## src/rtl/uart_tx_fifo.sv

```systemverilog
// Byte FIFO feeding a UART transmitter: pops one byte per tx_start/tx_done handshake.
// Write to tx_start is 2 cycles; writes to a full FIFO are dropped and flagged sticky.
module uart_tx_fifo #(
   parameter int DEPTH       = 16,
   parameter int ADDR_W      = 4,
   parameter int TIMEOUT_CYC = 65535
) (
   input  logic              clk,
   input  logic              rst_n,
   input  logic              wr_en,
   input  logic [7:0]        wr_data,
   input  logic              flush,
   input  logic              clr_err,
   output logic              full,
   output logic              empty,
   output logic [ADDR_W:0]   level,
   output logic [31:0]       tx_data,
   output logic              tx_start,
   input  logic              tx_done,
   output logic              busy,
   output logic              overflow,
   output logic              timeout_err
);

   typedef enum logic [1:0] {IDLE, START, WAIT} state_t;

   localparam int              LVL_W     = ADDR_W + 1;
   localparam logic [LVL_W-1:0] FULL_LVL = LVL_W'(DEPTH);
   localparam logic [15:0]     WAIT_LAST = 16'(TIMEOUT_CYC - 1);

   logic [7:0]        mem [DEPTH];
   logic [ADDR_W-1:0] wr_ptr;
   logic [ADDR_W-1:0] rd_ptr;
   logic [15:0]       wait_cnt;
   state_t            state;
   logic              accept;
   logic              drop;
   logic              pop;
   logic              to_hit;

   // full uses the registered level, so a same-cycle pop never frees a slot
   assign full   = (level == FULL_LVL);
   assign empty  = (level == '0);
   assign busy   = (state != IDLE);
   assign accept = wr_en && !full && !flush;
   assign drop   = wr_en && full && !flush;
   assign pop    = (state == IDLE) && !empty && !flush;
   assign to_hit = (state == WAIT) && !tx_done && (wait_cnt == WAIT_LAST);

   always_ff @(posedge clk) begin
      if (accept) begin
         mem[wr_ptr] <= wr_data;
      end
   end

   always_ff @(posedge clk) begin
      if (!rst_n) begin
         wr_ptr      <= '0;
         rd_ptr      <= '0;
         level       <= '0;
         state       <= IDLE;
         tx_data     <= '0;
         tx_start    <= 1'b0;
         overflow    <= 1'b0;
         timeout_err <= 1'b0;
         wait_cnt    <= '0;
      end else begin
         if (flush) begin
            wr_ptr <= '0;
            rd_ptr <= '0;
            level  <= '0;
         end else begin
            if (accept) wr_ptr <= wr_ptr + ADDR_W'(1);
            if (pop)    rd_ptr <= rd_ptr + ADDR_W'(1);
            level <= level + LVL_W'(accept) - LVL_W'(pop);
         end

         // set events take precedence over clr_err
         if (drop)         overflow <= 1'b1;
         else if (clr_err) overflow <= 1'b0;

         if (to_hit)       timeout_err <= 1'b1;
         else if (clr_err) timeout_err <= 1'b0;

         // a pop always moves IDLE -> START, so this is the START-cycle decode
         tx_start <= pop;

         case (state)
            IDLE: begin
               if (pop) begin
                  tx_data <= {24'd0, mem[rd_ptr]};
                  state   <= START;
               end
            end
            START: begin
               wait_cnt <= '0;
               state    <= WAIT;
            end
            WAIT: begin
               if (tx_done || to_hit) state <= IDLE;
               else                   wait_cnt <= wait_cnt + 16'd1;
            end
            default: state <= IDLE;
         endcase
      end
   end

endmodule
```

## config.mk

```make
export PLATFORM = sky130hd
export DESIGN_NAME = uart_tx_fifo
export DESIGN_NICKNAME = d
export VERILOG_FILES = /design/src/rtl/uart_tx_fifo.sv
export SDC_FILE = /design/constraint.sdc
export NUM_CORES = 1
export LEC_CHECK = 0
export CAP_MARGIN = 20
export CORE_AREA = 2 2 139 141
export CTS_CLUSTER_DIAMETER = 30
export DETAILED_ROUTE_END_ITERATION = 12
export DIE_AREA = 0 0 141 143
export GPL_TIMING_DRIVEN = 0
export HOLD_SLACK_MARGIN = 0.06
export PLACE_DENSITY_LB_ADDON = 0.3
export SYNTH_ARGS = -nofsm -noshare
export SYNTH_HDL_FRONTEND = slang
export SYNTH_SLANG_ARGS = --single-unit
export TNS_END_PERCENT = 30
```

## constraint.sdc

```tcl
create_clock -name clk -period 2.6 [get_ports clk]
set_clock_uncertainty 0.1 [all_clocks]
set_input_delay 0.52 -clock clk [delete_from_list [all_inputs] [get_ports clk]]
set_output_delay 0.52 -clock clk [all_outputs]
set_load 0.005 [all_outputs]
```

==> results.yml <==
layout:
  fillers: 1611
  fin_area_um2: 8920
  diodes: 0
  area_delta_synth_final_pct: 21.3
  drive_gt1_frac: 0.246
  utilization: 0.480
  layout.nets: 625
yosys:
  ys_ff_latch: 170
  yosysTopAreaCell: "edfxtp_1"
  yosysMostFrequentCell: "edfxtp_1"
  syn-cell-area_um2: 7360
  async_flop_share: 0
  ys_types: 59
  syn_area_per_cell_um2: 14.4
  synth_common_cells: "edfxtp_1, nor2_1, dfxtp_1, buf_4"
  yosysSeqAreaShare: 0.637
  synth-edff-count: 128
  synthCells: 510
  ys_warn_count: 0
  synth_top_flop_cell: "edfxtp_1"
  netlist.area_leader.share: 0.522
  synth_area_leaders: "edfxtp_1, dfxtp_1, mux4_2"
power_and_ir_drop:
  peakVddDrop_mv: 0.468
  power_uw: 7480
  leakage_uw: 0.00309
  pwr_density_cell_nw_per_um2: 838
  clkPwrFrac: 0.370
  netSwitchingPower_uw: 1890
  pwr-share-seq: 0.418
  combPwrFrac: 0.212
  p_int_uw: 5600
  p_sw_frac: 0.252
worst_setup_path:
  cpLargestDelayFamily: "simple AND/OR/NAND/NOR gates"
  required_ns: 2.81
  worst_path_most_repeated_cell: "ha_4"
  critical_path.slowest_cell: "or4b_4"
  arrival_ns: 2.90
  cp_cell_sequence: "inv_2 -> ha_4 -> or4b_4 -> nand2_8 -> inv_6 -> ha_4 -> inv_4 -> ha_4 -> inv_2 -> fa_2 -> nand2b_4 -> a21oi_4 -> o21ai_2 -> nor3b_2"
  cp-start-kind: "flop"
  cp.depth: 14
  crit_path_max_fanout: 3
  cpPeakStageDelay_ns: 0.50
  path_class: "flop to flop"
  path_buf_inv: 4
  worst-r2r-cell-count: 14
  crit_path_end_kind: "flop"
cts:
  htree_levels: 4
  clkTransAtPathRegs_ns: 0.06
  clk_path_buf_depth: 2
  clock_latency_ns: 0.43
  cts.sinks: 170
  cts_tree: "built"
  root_buffer: "clkbuf_16"
  cts_buffers: 17
sta:
  slew_viol_final: 0
  setup_violations: 1
  max_slew_margin: 0.431
  hold_violations: 0
  fmax_mhz: 372
  worst_slew_pin_slew_ns: 0.851
  rsz0062_at_grt: "yes"
  setup_slack_ns: -0.0878
  post-route-period-util: 1.03
  post-route-min-period_ns: 2.69
die:
  die_area_um2: 20200
  rows: 50
  num_io_pins: 57
  fp.dieH_um: 143
  core_area_um2: 18600
  start_util: 0.396
  die_x_um: 141
placed_design:
  place_area_um2: 8180
  dp_slack_ns: -0.799
  dpl.hpwl_um: 10700
  place_congestion: 0.830
  io_buffers: 32
global_route:
  grt.overflow.total: 0
  grt.total_usage: 0.162
  grt_max_degree: 17
  grt_pass1_wl_um: 24200
  antenna_found_initial: 0
  grt_pass1_vias: 4369
job:
  drv_cap: 0
worst_hold_path:
  min_path_cells: 2
  hold_class: "flop to flop"
route:
  final_antenna_net_count: 0
  drtPass1Iterations: 4
  drt_wl_total_um: 15500
  drc: 0
  wire_per_inst_um: 18.4
  via_per_inst: 5.14
  vias: 4340
  first_iter_violations: 331
outcome:
  outcome: "complete, but fails checks"
  violations: "setup timing"
==> cell families (layout without fill, tap and decap cells) <==
group	count (synthesis)	after routing	share of synthesized area
AO/OA/AOI/OAI	64	64	0.0687
adder cells (fa/ha/maj)	14	14	0.0248
XOR/XNOR	9	9	0.0107
flip-flops	170	170	0.637
other	1	24	0.000510
multiplexers	50	50	0.0979
AND/OR/NAND/NOR	139	139	0.108
buffers and inverters	63	140	0.0525
==> path summary, 6_finish.rpt <==
| check | from | endpoint | slack, ns |
|---|---|---|---|
| setup / recovery | level[3] | level[4] | -0.09 |
| hold / removal | tx_data[0] | tx_data[0] | 0.39 |
| hold reg to reg | tx_data[0] | tx_data[0] | 0.39 |
| setup reg to reg | level[3] | level[4] | -0.09 |
==> worst register-to-register path, cell delays in order, from the launching register on <==
cell and delay [ns]:
dfxtp_2 0.33, inv_2 0.07, ha_4 0.12, or4b_4 0.50, nand2_8 0.10, inv_6 0.04, ha_4 0.21, inv_4 0.05
ha_4 0.12, inv_2 0.04, fa_2 0.35, nand2b_4 0.16, a21oi_4 0.17, o21ai_2 0.06, nor3b_2 0.15
==> power by group through the flow <==
stage          Combinational, µW  Sequential, µW  Clock, µW
6_report                    1580            3130       2770
5_1_grt                     1730            3140       2950
4_1_cts                     1490            3130       2810
3_5_place_dp                1420            3190          0
3_3_place_gp                1370            3190          0
2_1_floorplan                949            3170          0
==> metrics by stage <==
stage          hold WS, ns  std cells  TNS (ns)
2_1_floorplan        0.360        533    -0.107
3_3_place_gp         0.381        799    -41.91
3_5_place_dp         0.390        803    -30.60
4_1_cts              0.399        837    -0.172
5_1_grt              0.416        844    -0.219
6_report             0.394        844   -0.0878
==> cell usage in the layout, fill, tap and decap left out, types with 5 or more instances in the layout <==
cell type / Yosys / layout
mux4_2: 16 / 16
nand4_1: 5 / 5
mux2_2: 16 / 16
nor2_1: 45 / 44
buf_2: 3 / 5
clkbuf_1: 6 / 7
a21oi_1: 16 / 15
bufinv_16: 0 / 5
xor2_1: 5 / 5
edfxtp_1: 128 / 128
dfxtp_1: 42 / 39
mux2i_1: 18 / 18
nor3_1: 10 / 9
nand2b_1: 7 / 6
a221o_1: 8 / 8
clkdlybuf4s50_1: 0 / 31
o22ai_1: 8 / 8
nand2_1: 13 / 13
inv_1: 18 / 13
o41ai_2: 8 / 8
conb_1: 1 / 24
or3_1: 5 / 5
nand3_1: 16 / 16
clkbuf_16: 0 / 17
buf_4: 28 / 40
ha_1: 13 / 10
==> routing by layer <==
| metal | global-route usage | wire [µm] | vias to the layer above |
|---|---|---|---|
| li1 | - | - | 2077 |
| met1 | 0.195 | 6490 | 2166 |
| met2 | 0.292 | 8340 | 89 |
| met3 | 0.0392 | 579 | 8 |
| met4 | 0.0442 | 106 | 0 |
| met5 | 0 | 0 | - |
==> timing repair <==
action                     CTS  global route
setup endpoints to repair   11             2
resized for setup            5             5
pin swaps                    2             5
buffers inserted             2             8
hold buffers                 0             0
==> area by class of cell <==
cell class | instances | area (µm²) | share of cell area
Sequential cell | 170 | 4690 | 0.525
Multi-Input combinational cell | 300 | 2490 | 0.279
Clock buffer | 19 | 433 | 0.0485
Timing Repair Buffer | 46 | 419 | 0.0470
Buffer | 44 | 315 | 0.0353
Tap cell | 234 | 293 | 0.0328
Clock inverter | 13 | 215 | 0.0241
Inverter | 18 | 75.1 | 0.00841
==> registers in the layout (all words and copies together), names as in the netlist <==
register,count
state,2
timeout_err,1
tx_start,1
level,5
mem,128
wait_cnt,16
wr_ptr,4
rd_ptr,4
tx_data,8
overflow,1
Note: power is estimated with default switching activity, not from simulation.
